## src/rtl/reg_decoder_pkg.sv

```systemverilog
// Shared types and helpers for reg_decoder: state encodings, one-hot
// expansion and hold-timer width sizing.
package reg_decoder_pkg;

  localparam int unsigned MAX_SEL_W = 8;
  localparam int unsigned MAX_OUT_W = 1 << MAX_SEL_W;

  typedef enum logic [1:0] {
    IDLE = 2'd0,
    HOLD = 2'd1,
    SCAN = 2'd2
  } state_e;

  typedef logic [1:0] state_t;

  localparam state_t ST_IDLE = 2'd0;
  localparam state_t ST_HOLD = 2'd1;
  localparam state_t ST_SCAN = 2'd2;

  // Callers truncate the result to their own output width.
  function automatic logic [MAX_OUT_W-1:0] onehot(input int unsigned idx);
    return MAX_OUT_W'(1) << idx;
  endfunction

  // Counter must hold hold_cyc-1; never narrower than one bit.
  function automatic int unsigned timer_w(input int unsigned hold_cyc);
    return (hold_cyc < 32'd2) ? 32'd1 : 32'($clog2(hold_cyc + 32'd1));
  endfunction

endpackage

```

## src/rtl/reg_decoder_hold.sv

```systemverilog
// hold_timer: loadable down-counter with a zero flag, shared by the
// HOLD and SCAN phases of reg_decoder.
module hold_timer #(
  parameter int unsigned W = 2
) (
  input  logic         clk,
  input  logic         reset,
  input  logic         en,
  input  logic         ld,
  input  logic [W-1:0] ld_val,
  input  logic         dec,
  output logic         zero_c
);

  logic [W-1:0] cnt_q, cnt_d;

  // Load has priority; decrement saturates at zero.
  always_comb begin
    cnt_d = cnt_q;
    if (en) begin
      if (ld) begin
        cnt_d = ld_val;
      end else if (dec && (cnt_q != '0)) begin
        cnt_d = cnt_q - W'(1);
      end
    end
  end

  always_ff @(posedge clk or posedge reset) begin
    if (reset) begin
      cnt_q <= '0;
    end else begin
      cnt_q <= cnt_d;
    end
  end

  assign zero_c = (cnt_q == '0);

endmodule

```

## src/rtl/reg_decoder.sv

```systemverilog
// reg_decoder: registered binary-to-one-hot decoder with load handshake
// and timed pulse. Optional walking scan mode enabled by DEC_SCAN_EN.
module reg_decoder
  import reg_decoder_pkg::*;
#(
  parameter int unsigned SEL_W    = 2,
  parameter int unsigned HOLD_CYC = 4
) (
  input  logic                clk,
  input  logic                reset,
  input  logic                en,
  input  logic                load,
  input  logic [SEL_W-1:0]    sel,
`ifdef DEC_SCAN_EN
  input  logic                scan,
`endif
  output logic                ready,
  output logic [(1<<SEL_W)-1:0] q,
  output logic                busy
);

  localparam int unsigned OUT_W   = 1 << SEL_W;
  localparam int unsigned TMR_W   = timer_w(HOLD_CYC);
  localparam int unsigned HOLD_LD = (HOLD_CYC > 0) ? HOLD_CYC - 1 : 0;
  localparam logic        HOLD_FOREVER = (HOLD_CYC == 0);
`ifdef DEC_SCAN_EN
  localparam int unsigned STEP_LD = (HOLD_CYC > 1) ? HOLD_CYC - 1 : 0;
`endif

  state_t             state_q, state_d;
  logic [OUT_W-1:0]   q_q, q_d;
  logic               tmr_ld;
  logic [TMR_W-1:0]   tmr_ld_val;
  logic               tmr_dec;
  logic               tmr_zero_c;
`ifdef DEC_SCAN_EN
  logic [SEL_W-1:0]   idx_q, idx_d;
`endif

  hold_timer #(
    .W (TMR_W)
  ) u_hold_timer (
    .clk    (clk),
    .reset  (reset),
    .en     (en),
    .ld     (tmr_ld),
    .ld_val (tmr_ld_val),
    .dec    (tmr_dec),
    .zero_c (tmr_zero_c)
  );

  // Next-state logic; with en low every register keeps its value.
  always_comb begin
    state_d    = state_q;
    q_d        = q_q;
    tmr_ld     = 1'b0;
    tmr_ld_val = TMR_W'(HOLD_LD);
    tmr_dec    = 1'b0;
`ifdef DEC_SCAN_EN
    idx_d      = idx_q;
`endif
    if (en) begin
      case (state_q)
        ST_IDLE: begin
          if (load) begin
            q_d     = OUT_W'(onehot(32'(sel)));
            tmr_ld  = 1'b1;
            state_d = ST_HOLD;
          end
`ifdef DEC_SCAN_EN
          else if (scan) begin
            q_d        = OUT_W'(onehot(32'd0));
            idx_d      = '0;
            tmr_ld     = 1'b1;
            tmr_ld_val = TMR_W'(STEP_LD);
            state_d    = ST_SCAN;
          end
`endif
        end
        ST_HOLD: begin
          if (HOLD_FOREVER) begin
            if (load) begin
              q_d = OUT_W'(onehot(32'(sel)));
            end
          end else if (tmr_zero_c) begin
            q_d     = '0;
            state_d = ST_IDLE;
          end else begin
            tmr_dec = 1'b1;
          end
        end
`ifdef DEC_SCAN_EN
        ST_SCAN: begin
          if (!tmr_zero_c) begin
            tmr_dec = 1'b1;
          end else if (idx_q == SEL_W'(OUT_W - 1)) begin
            q_d     = '0;
            state_d = ST_IDLE;
          end else begin
            idx_d      = idx_q + SEL_W'(1);
            q_d        = OUT_W'(onehot(32'(idx_d)));
            tmr_ld     = 1'b1;
            tmr_ld_val = TMR_W'(STEP_LD);
          end
        end
`endif
        default: begin
          q_d     = '0;
          state_d = ST_IDLE;
        end
      endcase
    end
  end

  always_ff @(posedge clk or posedge reset) begin
    if (reset) begin
      state_q <= ST_IDLE;
      q_q     <= '0;
`ifdef DEC_SCAN_EN
      idx_q   <= '0;
`endif
    end else begin
      state_q <= state_d;
      q_q     <= q_d;
`ifdef DEC_SCAN_EN
      idx_q   <= idx_d;
`endif
    end
  end

  assign ready = (state_q == ST_IDLE) || ((state_q == ST_HOLD) && HOLD_FOREVER);
  assign q     = en ? q_q : '0;
  assign busy  = (q_q != '0);

endmodule

```

## config.mk

```make
export PLATFORM = sky130hd
export DESIGN_NAME = reg_decoder
export DESIGN_NICKNAME = d
export VERILOG_FILES = /design/src/rtl/reg_decoder_pkg.sv /design/src/rtl/reg_decoder_hold.sv /design/src/rtl/reg_decoder.sv
export SDC_FILE = /design/constraint.sdc
export NUM_CORES = 1
export LEC_CHECK = 0
export ABC_AREA = 0
export ABC_CLOCK_PERIOD_IN_PS = 2200
export BUFFER_PORTS_ARGS = -buffer_cell sky130_fd_sc_hd__buf_2
export CORE_AREA = 2 2 39 41
export CTS_CLUSTER_SIZE = 28
export DETAILED_ROUTE_END_ITERATION = 16
export DIE_AREA = 0 0 41 43
export GPL_ROUTABILITY_DRIVEN = 0
export GPL_TIMING_DRIVEN = 0
export SYNTH_ARGS = -nofsm -noshare
export SYNTH_HDL_FRONTEND = slang
export SYNTH_SLANG_ARGS = --single-unit
```

## constraint.sdc

```tcl
create_clock -name clk -period 2.2 [get_ports clk]
set_input_delay 0 -clock clk [delete_from_list [all_inputs] [get_ports clk]]
set_output_delay 0 -clock clk [all_outputs]
set_load 0.005 [all_outputs]
```

[Word level (Yosys, flattened, before mapping)]
Cells that the tools add are included.
Word-level totals
  register bits after elaboration: 9
  bits of input ports: 6
  output and inout bits: 6
  logic and storage cells: 31
Operators by class
  $add $sub $neg: 1
  equal/unequal tests: 3
  shifts and indexed selects: 1
  mux-type cells: 15
  reductions and logical operators: 8
Operator list (number)
  4-bit two-way mux: 3
  4-bit one-hot mux with 2 select lines: 1
  1-bit two-way mux: 6
  3-bit two-way mux: 2
  2-bit two-way mux: 2
  2-bit != test, second input constant: 2
  2-bit one-hot mux with 2 select lines: 1
  4-bit nonzero test: 1
  1-bit by 2-bit left shift with 4-bit output, first input constant: 1
  3-bit zero test: 1
  3-bit AND reduction: 1
  3-bit nonzero test: 1
  3-bit by 1-bit subtractor with 3-bit output, second input constant: 1
  2-bit by 1-bit equality test with 1-bit output, second input constant: 1
  2-bit zero test: 1
  2-bit AND reduction: 1
  2-bit nonzero test: 1
  1-bit logical AND: 1

[Depth between registers and ports, before layout]
  depth in word-level cells: 7
  mapped depth: 6
  mapped depth without buffers: 6

[Hierarchy]
Synthesis repeated with hierarchy kept, for this count alone.
Second synthesis, totals
  cell total of the unflattened synthesis: 54
  area, all modules: 535.5 µm²
Modules (own cells, without submodules)
  reg_decoder: instances 1, cells an instance 31, area an instance 324.1 µm², seq. area each 125.1 µm²
  hold_timer: instances 1, cells an instance 23, area an instance 211.5 µm², seq. area each 75.1 µm²

[Worst setup path before layout]
No wires, ideal clock.
  kind: register -> register
  start: register u_hold_timer.cnt_q[0]
  end: register q_q[2]
  setup time: 0.125 ns
  data arrival time: 1.452 ns
  required time: 2.075 ns
  setup slack: 0.623 ns
  stages on the path, launching flop included: 7
  buffers on the path: 0
  period minus slack after synthesis: 1.577 ns
  cell sequence: dfrtp_1 -> inv_1 -> ha_1 -> ha_1 -> mux2_4 -> nand2_4 -> mux2_4
Between the ends
  word-level cells in the longest chain between the ends: 3
Ends and longest elaborated chain
  from (decl): line reg_decoder_hold.sv:15  | logic [W-1:0] cnt_q, cnt_d;
  from (signal assigned): line reg_decoder_hold.sv:33  | cnt_q <= cnt_d;
  3-bit zero test: line reg_decoder_hold.sv:37  | assign zero_c = (cnt_q == '0);
  2-bit != test (no source line)
  3-bit AND reduction (no source line)
  to (signal assigned): line reg_decoder.sv:124  | q_q <= q_d;
  to (decl): line reg_decoder.sv:31  | logic [OUT_W-1:0] q_q, q_d;
No other way between the ends.
A chain may end at the register's enable or synchronous reset.

[Worst setup path in the final report]
Ends and elaborated chain as after synthesis.

==> summary.json <==
{
  "cell_internal_pwr_uw": 453.2,
  "worstReg2RegStart": "u_hold_timer.cnt_q[0]",
  "fin_tns_setup_ns": 0,
  "post_synth_inst_count": 43,
  "tritoncts": "built",
  "clk_pin_slew_ns": 0.05,
  "finalWirelength_um": 846,
  "postCtsResizedCells": 0,
  "design.die.area_um2": 1763,
  "setup_violators_final": 0,
  "yosysSeqAreaShare_pct": 43.36,
  "critical_path_peak_fanout": 6,
  "fp.dieW_um": 41,
  "globalRouteOverflowTotal": 0,
  "clock.fmax_mhz": 598.0,
  "grt_first_pass_wirelength_mm": 1.331,
  "io_buffer_count": 11,
  "total_of_flip_flops_plus_latches_after_synthesis": 8,
  "period_needed_ns": 1.672,
  "final_min_period_over_clock_period_pct": 76.02,
  "power.static_leakage_uw": 0.0003350,
  "start_util_pct": 33.36,
  "detail-route-antenna-nets": 0,
  "synthesis.yosys.warnings": 0,
  "slew-limit-headroom_pct": 79.57,
  "drt_pass1_iterations": 4,
  "final.setup_skew_ns": 0.002463,
  "number_of_antenna_violations_at_the_first_check_in_global_routing": 0,
  "power_frac_seq_pct": 38.6,
  "cellPowerDensity_nw_per_um2": 1197,
  "post-route-drc-count": 0,
  "clock_tree_root": "sky130_fd_sc_hd__clkbuf_4",
  "rows": 14,
  "num_antenna_cells": 0,
  "worstMarginPinSlew_ns": 0.3062,
  "critical_path.startpoint": "u_hold_timer.cnt_q[0]",
  "core_region_area_um2": 1384,
  "rsz0062_at_grt": "no",
  "combinationalPowerShare_pct": 45.3,
  "routed_wire_length_per_instance_um": 11.43,
  "switching_share_pct": 33.49,
  "drive_above_1_share_pct": 39.66,
  "synth_area_per_cell_um2": 10.74,
  "grt_usage_pct": 11.32,
  "maxCapViolCount": 0,
  "vdd_drop_max_mv": 0.4609,
  "critPathArrivalTime_ns": 1.80,
  "post_drt_via_cell_ratio": 4.905,
  "crit_type": "reg -> reg",
  "cts.sinks": 8,
  "relative_contribution_of_the_clock_network_to_total_power_pct": 16.1,
  "num_io_pins": 12,
  "cts_inserted_buffers": 3,
  "switching_power_uw": 228.2,
  "largest_net_degree_at_the_start_of_global_routing": 10,
  "worstSetupEndpointType": "flip-flop",
  "numPlacedInstances": 70,
  "layout.cells.non_filler": 74,
  "synth_cell_type_count": 20,
  "syn-cell-area_um2": 461.7,
  "area_delta_synth_final_pct": 23.31,
  "total_count_of_hold_check_failures_in_the_final_report": 0,
  "fp.dieH_um": 43,
  "cts.htree.levels": 1,
  "mappedNetlistNets": 51,
  "vias": 363,
  "report.final.slew_viol_count": 0,
  "critical_path.startpoint_type": "flip-flop",
  "grt_pass1_vias": 327,
  "outcome": "finished, final reports clean",
  "nets": 68,
  "drtIter0Drc": 3,
  "clock_insertion_delay_worst_skew_ns": 0.25,
  "hpwl_um": 681.3,
  "min_path_type": "in -> reg",
  "hold_start": "sel[0]",
  "timing.critical_path.required_ns": 2.33,
  "clockBufferDepth": 2
}
layer usage:
| layer | up-vias | share of wire, % | GRT usage [%] |
|---|---|---|---|
| li1 | 181 | - | - |
| met1 | 165 | 45 | 14.14 |
| met2 | 15 | 46 | 16.88 |
| met3 | 2 | 8.5 | 1.571 |
| met4 | 0 | 0.71 | 8.000 |
| met5 | - | 0 | 0 |
per-stage QoR:
stage / setup WS (ns) / instance area (µm²) / power [µW] / utilization (%) / hold slack [ns]
finish: 0.5277 / 569.3 / 681.4 / 41.14 / 0.01116
global route: 0.4634 / 569.3 / 747.5 / 41.14 / 0.01747
CTS: 0.5247 / 569.3 / 693.8 / 41.14 / 0.01192
floorplan: 0.6231 / 461.7 / 483.7 / - / -0.1843
global placement: 0.5504 / 536.8 / 568.3 / 38.79 / -0.03175
detailed placement: 0.5334 / 536.8 / 580.5 / 38.79 / -0.03332
cells in the final DEF, fill, tap and decap left out:
cell,instances
sky130_fd_sc_hd__buf_2,11
sky130_fd_sc_hd__dfrtp_1,8
sky130_fd_sc_hd__inv_1,7
sky130_fd_sc_hd__and2_1,4
sky130_fd_sc_hd__mux2_4,3
sky130_fd_sc_hd__and3_2,3
sky130_fd_sc_hd__clkbuf_4,3
sky130_fd_sc_hd__a22o_2,2
sky130_fd_sc_hd__a21oi_1,2
sky130_fd_sc_hd__ha_1,2
sky130_fd_sc_hd__nand2_1,1
sky130_fd_sc_hd__nor3_1,1
sky130_fd_sc_hd__nand2_4,1
sky130_fd_sc_hd__and2b_1,1
sky130_fd_sc_hd__mux2i_1,1
sky130_fd_sc_hd__o21a_1,1
sky130_fd_sc_hd__o22a_1,1
sky130_fd_sc_hd__a22o_1,1
sky130_fd_sc_hd__nor2_1,1
sky130_fd_sc_hd__or4_1,1
sky130_fd_sc_hd__a22oi_1,1
sky130_fd_sc_hd__o22ai_1,1
sky130_fd_sc_hd__dlygate4sd3_1,1
critical path, stage by stage, from the launching register on:
cell and delay (ns):
sky130_fd_sc_hd__dfrtp_1 0.39, sky130_fd_sc_hd__inv_1 0.06, sky130_fd_sc_hd__ha_1 0.19, sky130_fd_sc_hd__ha_1 0.24, sky130_fd_sc_hd__mux2_4 0.29, sky130_fd_sc_hd__nand2_4 0.09, sky130_fd_sc_hd__mux2_4 0.29
worst paths after layout:
path,to,slack [ns],cells after the start
setup / recovery,q_q[2],0.53,6
hold / removal,q_q[1],0.01,2
setup reg to reg,q_q[2],0.53,6
hold reg to reg,q_q[0],0.51,1
max in group asynchronous,q_q[3],1.73,3
min in group asynchronous,q_q[0],0.24,3
cell families after synthesis:
group           after synthesis  synth area share, %
fa+ha+maj                     2                5.419
compound gates                9                14.91
mux                           4                11.92
simple gates                 13                18.70
flops                         8                43.36
buf+inv                       7                5.692
area by class of cell:
| type | instances | area, µm² |
|---|---|---|
| repair buffers | 12 | 65.06 |
| clock buffers | 3 | 22.52 |
| inverters | 7 | 26.28 |
| well taps | 16 | 20.02 |
| multi-input cells | 28 | 235.2 |
| flip-flops and latches | 8 | 200.2 |
| fillers | 152 | 814.5 |
registers in the layout (all words and copies together) (netlist names):
name,count
state_q,1
u_hold_timer.cnt_q,3
q_q,4
synth_stat cells (all sizes together):
library cell / count / share of area, %
o21a: 1 / 1.6
nand2: 2 / 3.3
mux2: 3 / 9.8
mux2i: 1 / 2.2
o22ai: 1 / 1.4
nor2: 1 / 0.81
and2b: 1 / 1.6
a21oi: 2 / 2.2
or4: 1 / 1.6
and3: 3 / 4.9
dfrtp: 8 / 43
ha: 2 / 5.4
inv: 7 / 5.7
a22oi: 1 / 1.6
o22a: 1 / 1.9
nor3: 1 / 1.1
a22o: 3 / 6.2
and2: 4 / 5.4
power by group through the flow:
stage                     logic, µW  registers [µW]  clock network [µW]
after global placement          304             264                   0
final                           309             263                 109
after floorplan                 234             250                   0
after CTS                       316             264                 114
after global routing            357             270                 120
after detailed placement        315             266                   0
repair_timing:
item	in CTS	in global routing
buffers inserted	0	0
hold buffers	1	0
hold endpoints to repair	8	0
(Power assumes the default switching activity.)
